===== src/rtl/mdu_pkg.sv =====
// ---------------------------------------------------------------------------
// mdu_pkg: shared opcodes, FSM encoding and constants for mul_div_unit.
// Rev 1.0
// ---------------------------------------------------------------------------
`default_nettype none

package mdu_pkg;

   localparam logic [1:0] OP_MULT  = 2'd0;
   localparam logic [1:0] OP_MULTU = 2'd1;
   localparam logic [1:0] OP_DIV   = 2'd2;
   localparam logic [1:0] OP_DIVU  = 2'd3;

   typedef enum logic [1:0] {
      ST_IDLE = 2'd0,
      ST_CALC = 2'd1,
      ST_FIX  = 2'd2
   } mdu_state_e;

   localparam logic [31:0] DIV0_LO = 32'hFFFF_FFFF;

endpackage

`default_nettype wire


===== src/rtl/mdu_abs.sv =====
// ---------------------------------------------------------------------------
// mdu_abs: combinational conditional two's-complement negate.
// Rev 1.0
// ---------------------------------------------------------------------------
`default_nettype none

module mdu_abs #(
   parameter int W = 32
) (
   input  logic [W-1:0] x,
   input  logic         neg,
   output logic [W-1:0] y
);

   always_comb begin
      y = neg ? (~x + W'(1)) : x;
   end

endmodule

`default_nettype wire


===== src/rtl/mul_div_unit.sv =====
// ---------------------------------------------------------------------------
// mul_div_unit: iterative MULT/MULTU/DIV/DIVU engine owning the HI/LO registers.
// Rev 1.0
// ---------------------------------------------------------------------------
`default_nettype none

module mul_div_unit
   import mdu_pkg::*;
#(
   parameter int WIDTH = 32,
   parameter int CNT_W = 6
) (
   input  logic             clk,
   input  logic             rst_n,
   input  logic             start,
   input  logic [1:0]       op,
   input  logic [WIDTH-1:0] a,
   input  logic [WIDTH-1:0] b,
   input  logic             mthi,
   input  logic             mtlo,
   input  logic [WIDTH-1:0] wdata,
   output logic             busy,
   output logic             done,
   output logic [WIDTH-1:0] hi,
   output logic [WIDTH-1:0] lo
);

   mdu_state_e         state_q, state_d;
   logic [CNT_W-1:0]   cnt_q, cnt_d;
   logic [2*WIDTH-1:0] acc_q, acc_d;
   logic [WIDTH-1:0]   opnd_q, opnd_d;
   logic               is_div_q, is_div_d;
   logic               neg_quo_q, neg_quo_d;
   logic               neg_rem_q, neg_rem_d;
   logic               div0_q, div0_d;
   logic [WIDTH-1:0]   hi_q, hi_d;
   logic [WIDTH-1:0]   lo_q, lo_d;
   logic               done_q, done_d;

   logic               op_is_mul;
   logic               op_signed;
   logic [WIDTH-1:0]   a_mag;
   logic [WIDTH-1:0]   b_mag;
   logic [WIDTH:0]     mul_sum;
   logic [WIDTH:0]     rem_sh;
   logic               rem_ge;
   logic [WIDTH-1:0]   rem_sub;
   logic [2*WIDTH-1:0] prod_fix;
   logic [WIDTH-1:0]   quo_fix;
   logic [WIDTH-1:0]   rem_fix;

   assign op_is_mul = (op == OP_MULT) || (op == OP_MULTU);
   assign op_signed = (op == OP_MULT) || (op == OP_DIV);

   mdu_abs #(.W(WIDTH))   u_abs_a   (.x(a), .neg(op_signed & a[WIDTH-1]), .y(a_mag));
   mdu_abs #(.W(WIDTH))   u_abs_b   (.x(b), .neg(op_signed & b[WIDTH-1]), .y(b_mag));
   mdu_abs #(.W(2*WIDTH)) u_fix_prd (.x(acc_q), .neg(neg_quo_q), .y(prod_fix));
   mdu_abs #(.W(WIDTH))   u_fix_quo (.x(acc_q[WIDTH-1:0]), .neg(neg_quo_q), .y(quo_fix));
   mdu_abs #(.W(WIDTH))   u_fix_rem (.x(acc_q[2*WIDTH-1:WIDTH]), .neg(neg_rem_q), .y(rem_fix));

   // Multiply: acc = {partial product, remaining multiplier bits}, shifted right.
   assign mul_sum = {1'b0, acc_q[2*WIDTH-1:WIDTH]} + (acc_q[0] ? {1'b0, opnd_q} : '0);

   // Divide: acc = {remainder, dividend/quotient bits}, shifted left.
   assign rem_sh  = acc_q[2*WIDTH-1:WIDTH-1];
   assign rem_ge  = rem_sh >= {1'b0, opnd_q};
   assign rem_sub = rem_sh[WIDTH-1:0] - opnd_q;

   always_comb begin
      state_d   = state_q;
      cnt_d     = cnt_q;
      acc_d     = acc_q;
      opnd_d    = opnd_q;
      is_div_d  = is_div_q;
      neg_quo_d = neg_quo_q;
      neg_rem_d = neg_rem_q;
      div0_d    = div0_q;
      hi_d      = hi_q;
      lo_d      = lo_q;
      done_d    = 1'b0;

      case (state_q)
         ST_IDLE: begin
            if (start) begin
               state_d   = ST_CALC;
               cnt_d     = '0;
               is_div_d  = !op_is_mul;
               opnd_d    = op_is_mul ? a_mag : b_mag;
               acc_d     = {{WIDTH{1'b0}}, (op_is_mul ? b_mag : a_mag)};
               neg_quo_d = op_signed & (a[WIDTH-1] ^ b[WIDTH-1]);
               neg_rem_d = op_signed & !op_is_mul & a[WIDTH-1];
               div0_d    = !op_is_mul && (b == '0);
            end else begin
               if (mthi) hi_d = wdata;
               if (mtlo) lo_d = wdata;
            end
         end
         ST_CALC: begin
            if (is_div_q)
               acc_d = {(rem_ge ? rem_sub : rem_sh[WIDTH-1:0]), acc_q[WIDTH-2:0], rem_ge};
            else
               acc_d = {mul_sum, acc_q[WIDTH-1:1]};
            cnt_d = cnt_q + CNT_W'(1);
            if (cnt_q == CNT_W'(WIDTH-1)) begin
               cnt_d   = '0;
               state_d = ST_FIX;
            end
         end
         ST_FIX: begin
            if (is_div_q) begin
               hi_d = rem_fix;
               lo_d = div0_q ? WIDTH'(DIV0_LO) : quo_fix;
            end else begin
               {hi_d, lo_d} = prod_fix;
            end
            done_d  = 1'b1;
            state_d = ST_IDLE;
         end
         default: state_d = ST_IDLE;
      endcase
   end

   always_ff @(posedge clk or negedge rst_n) begin
      if (!rst_n) begin
         state_q   <= ST_IDLE;
         cnt_q     <= '0;
         acc_q     <= '0;
         opnd_q    <= '0;
         is_div_q  <= 1'b0;
         neg_quo_q <= 1'b0;
         neg_rem_q <= 1'b0;
         div0_q    <= 1'b0;
         hi_q      <= '0;
         lo_q      <= '0;
         done_q    <= 1'b0;
      end else begin
         state_q   <= state_d;
         cnt_q     <= cnt_d;
         acc_q     <= acc_d;
         opnd_q    <= opnd_d;
         is_div_q  <= is_div_d;
         neg_quo_q <= neg_quo_d;
         neg_rem_q <= neg_rem_d;
         div0_q    <= div0_d;
         hi_q      <= hi_d;
         lo_q      <= lo_d;
         done_q    <= done_d;
      end
   end

   assign busy = (state_q != ST_IDLE);
   assign done = done_q;
   assign hi   = hi_q;
   assign lo   = lo_q;

endmodule

`default_nettype wire

===== config.mk =====
export PLATFORM = sky130hd
export DESIGN_NAME = mul_div_unit
export DESIGN_NICKNAME = d
export VERILOG_FILES = /design/src/rtl/mdu_pkg.sv /design/src/rtl/mdu_abs.sv /design/src/rtl/mul_div_unit.sv
export SDC_FILE = /design/constraint.sdc
export NUM_CORES = 1
export LEC_CHECK = 0
export CAP_MARGIN = 10
export CORE_ASPECT_RATIO = 0.75
export CORE_MARGIN = 4
export CORE_UTILIZATION = 48
export DETAILED_ROUTE_END_ITERATION = 8
export HOLD_SLACK_MARGIN = 0.05
export PLACE_DENSITY = 0.7
export RECOVER_POWER = 25
export SYNTH_ARGS = -nofsm -noshare
export SYNTH_HDL_FRONTEND = slang
export SYNTH_SLANG_ARGS = --single-unit
export TNS_END_PERCENT = 50

===== constraint.sdc =====
create_clock -name clk -period 4.26 [get_ports clk]
set_input_delay 1.065 -clock clk [delete_from_list [all_inputs] [get_ports clk]]
set_output_delay 1.065 -clock clk [all_outputs]
set_load 0.01 [all_outputs]

==> results.cfg <==
[run_status]
status = complete, but fails checks
violations = max-capacitance violations, max-slew violations

[yosys]
synthArstFlopShare_pct = 100
ys_dominant_reg_cell = dfrtp_1
synth_cells = 1954
synthAdderAreaFrac_pct = 5.94
ys_types = 74
syn_nets = 2128
synth.most_common_cell = nand2_1
synth_top_family_by_area = compound AO/OA/AOI/OAI gates
synth_area_leader_cell = dfrtp_1
muxShareOfSynthArea_pct = 5.30
synth_edf_count = 0
synthTopCellsByCount = nand2_1 (218), o21ai_0 (202), dfrtp_1 (173)
synth-seq-area-share_pct = 28.4
syn_avg_cell_area_sq_um = 7.79
synth_top_area_share_pct = 28.4
yosys.area_share.simple_pct = 18.6
synth-seq-cells = 173
post_synth_main_area_contributors = dfrtp_1 (28%), o21ai_0 (6.6%), xnor2_1 (6.5%), ha_1 (5.7%), a21oi_1 (5.5%)
synth_compound_area_share_pct = 27.1
synth_xor_area_share_pct = 9.90
yosysWarningCount = 0
syn_area_sq_um = 15200

[critical_path]
cp_slowest_cell = or4b_2
cp_cell_sequence = clkdlybuf4s50_1, or4_4, or4_4, or4b_2, nor3_2, a21oi_1, xnor2_1, nand2_1, o211ai_1, o21ai_0
cp_num_cells = 10
worstSetupPathType = input pin to flip-flop
crit_path_end_kind = flip-flop
startpoint_type = input pin
slowest_delay_ns = 0.70
cp_common_cell = or4_4
cp_top_family = simple AND/OR/NAND/NOR gates
reg2reg_depth = 13
crit_arrival_ns = 4.19
cp_num_buf_inv = 1
path_max_fanout = 5
cp.required_ns = 4.58

[drt]
route.detailed.drc = 0
wl_per_cell_um = 22.9
drt_first_pass_iters = 6
vias = 16000
top_layer_used = met4
drtIter0Drc = 2083
wl_met3_mm = 6.40
drtAntennaViolNets = 0
met2_length_mm = 23.1
wirelength_mm = 57.4
vias_per_cell = 6.36
wl_met1_mm = 26.2

[sta]
rsz0062_at_grt = false
max_freq_mhz = 258
finClkSkew_ns = 0.0187
period_share_pct = 90.9
timing.slew.headroom_pct = -23.6
layout_min_cycle_time_ns = 3.87
final-hold-violation-count = 0
worst_pin_slew_ns = 1.85
drv_slew = 73
holdWs_ns = 0.486
fin_tns_setup_ns = 0
finalSetupViolations = 0

[layout]
ff_latch_area_sq_um = 4330
area_growth_pct = 19.6
multi_input_area_sq_um = 10200
utilization_pct = 58.3
diodes = 0
drive_above_1_share_pct = 6.61
fin_cells = 2509
n_fill_cell = 2894
fin_nets = 2264

[pwr]
vdd_drop_max_uv = 378
comb_power_share_pct = 64.1
p_sw_w = 0.00700
total_leakage_power_nw = 7.30
power_frac_clock_pct = 12.7
p_seq_share_pct = 23.2
powerDensity_nw_per_um2 = 763
internal_power_w = 0.00688
switching_share_pct = 50.4

[die]
io_pins = 169
dieArea_sq_um = 34600
die_h_um = 162
start_util_pct = 48.7
fp.dieW_um = 214
rows = 56
core_region_area_sq_um = 31300

[cts]
h-tree-depth = 4
cts_tree = built
ctsResizeCount = 0
cts_hold_buf = 0
clkSinkCount = 173
clockBufferDepth = 2
post_cts_buffers = 0
cts_root_buf = clkbuf_16
clkSlewWorstSetupHoldPaths_ns = 0.08
insertion_delay_ns = 0.47
numCtsBuffers = 17

[place]
gp_congestion = 0.975
placed_cells = 2477
place_hpwl_mm = 44.4
io_buffers = 168

[flow_run]
max_cap_viol_count = 1

[grt]
antenna_found_initial = 0
grt_pass1_vias = 14600
grt_max_degree = 94
gr-usage-all-layers_pct = 32.2
grt.overflow.total = 0
grt_pass1_wl_mm = 86.7

[worst_hold_path]
hold-path-cell-count = 2
hp-class = flip-flop to flip-flop
logic make-up (layout without fill, tap and decap cells):
logic type	after synthesis	after routing
AOI/OAI and AO/OA	667	667
xor gates and xnor gates	172	172
adders and majority gates	71	71
buffers and inverters	190	339
DFF	173	173
muxes	80	80
and+or+nand+nor	601	601
worst min-delay path: stages, from the launching register on:
cell and delay, ns:
dfrtp_1 0.35, nand2_1 0.05, o21ai_0 0.06
layout by cell type, fill, tap and decap left out, types with 27 or more instances in the layout:
| cell type | netlist | final |
|---|---|---|
| a21oi_1 | 168 | 168 |
| buf_4 | 0 | 70 |
| nand3_1 | 29 | 29 |
| dfrtp_1 | 173 | 172 |
| nor3_1 | 30 | 30 |
| or3_1 | 35 | 35 |
| mux2i_1 | 78 | 78 |
| nand2_1 | 218 | 217 |
| o22ai_1 | 33 | 33 |
| ha_1 | 69 | 69 |
| o21ai_0 | 202 | 202 |
| inv_1 | 64 | 63 |
| a211oi_1 | 42 | 42 |
| xnor2_1 | 113 | 113 |
| a31oi_1 | 27 | 27 |
| xor2_1 | 59 | 59 |
| nor2_1 | 157 | 155 |
| a22oi_1 | 31 | 31 |
| clkdlybuf4s50_1 | 0 | 166 |
state kept, by name (all words and copies together) (netlist names):
register   cells
acc_q         64
hi            32
lo            32
opnd_q        32
cnt_q          6
state_q        2
div0_q         1
done           1
is_div_q       1
neg_quo_q      1
neg_rem_q      1
per-stage QoR:
step	worst slack, ns	cell area (sq um)	power [W]
after floorplan	0.552	15200	0.00883
after global placement	0.0111	17600	0.0117
after detailed placement	-0.0485	17600	0.0119
after CTS	0.416	18200	0.0136
after global routing	0.292	18200	0.0148
final	0.387	18200	0.0139
path summary, 6_finish.rpt:
path | start | to | slack, ns
max | b[5] | opnd_q[29]$_DFFE_PN0P_ | 0.39
min | lo[15]$_DFFE_PN0P_ | lo[15]$_DFFE_PN0P_ | 0.49
max reg2reg | acc_q[0]$_DFFE_PN0P_ | acc_q[61]$_DFFE_PN0P_ | 0.46
min reg2reg | lo[15]$_DFFE_PN0P_ | lo[15]$_DFFE_PN0P_ | 0.49
max in group asynchronous | rst_n | is_div_q$_DFFE_PN0P_ | 1.78
min in group asynchronous | rst_n | acc_q[57]$_DFFE_PN0P_ | 1.10
metal layers:
metal,GRT usage (%),vias up
met5,0,-
met4,9.94,0
met3,7.32,94
met2,44.4,869
met1,49.7,7631
li1,-,7374
final cells by class:
type	count	area share, %
clock inverters	15	1.21
repair buffers	242	12.5
clock buffers	17	2.34
inverters	65	1.34
multi-input cells	1591	56.0
flip-flops and latches	173	23.8
well taps	406	2.79
power by group through the flow:
stage               Sequential [W]  Clock, W  Combinational, W
floorplan                  0.00284         0           0.00599
finish                     0.00322   0.00176           0.00890
CTS                        0.00316   0.00176           0.00871
detailed placement         0.00319         0           0.00866
global placement           0.00316         0           0.00857
global route               0.00328   0.00184           0.00968
Power figures use the tool's default switching activity.
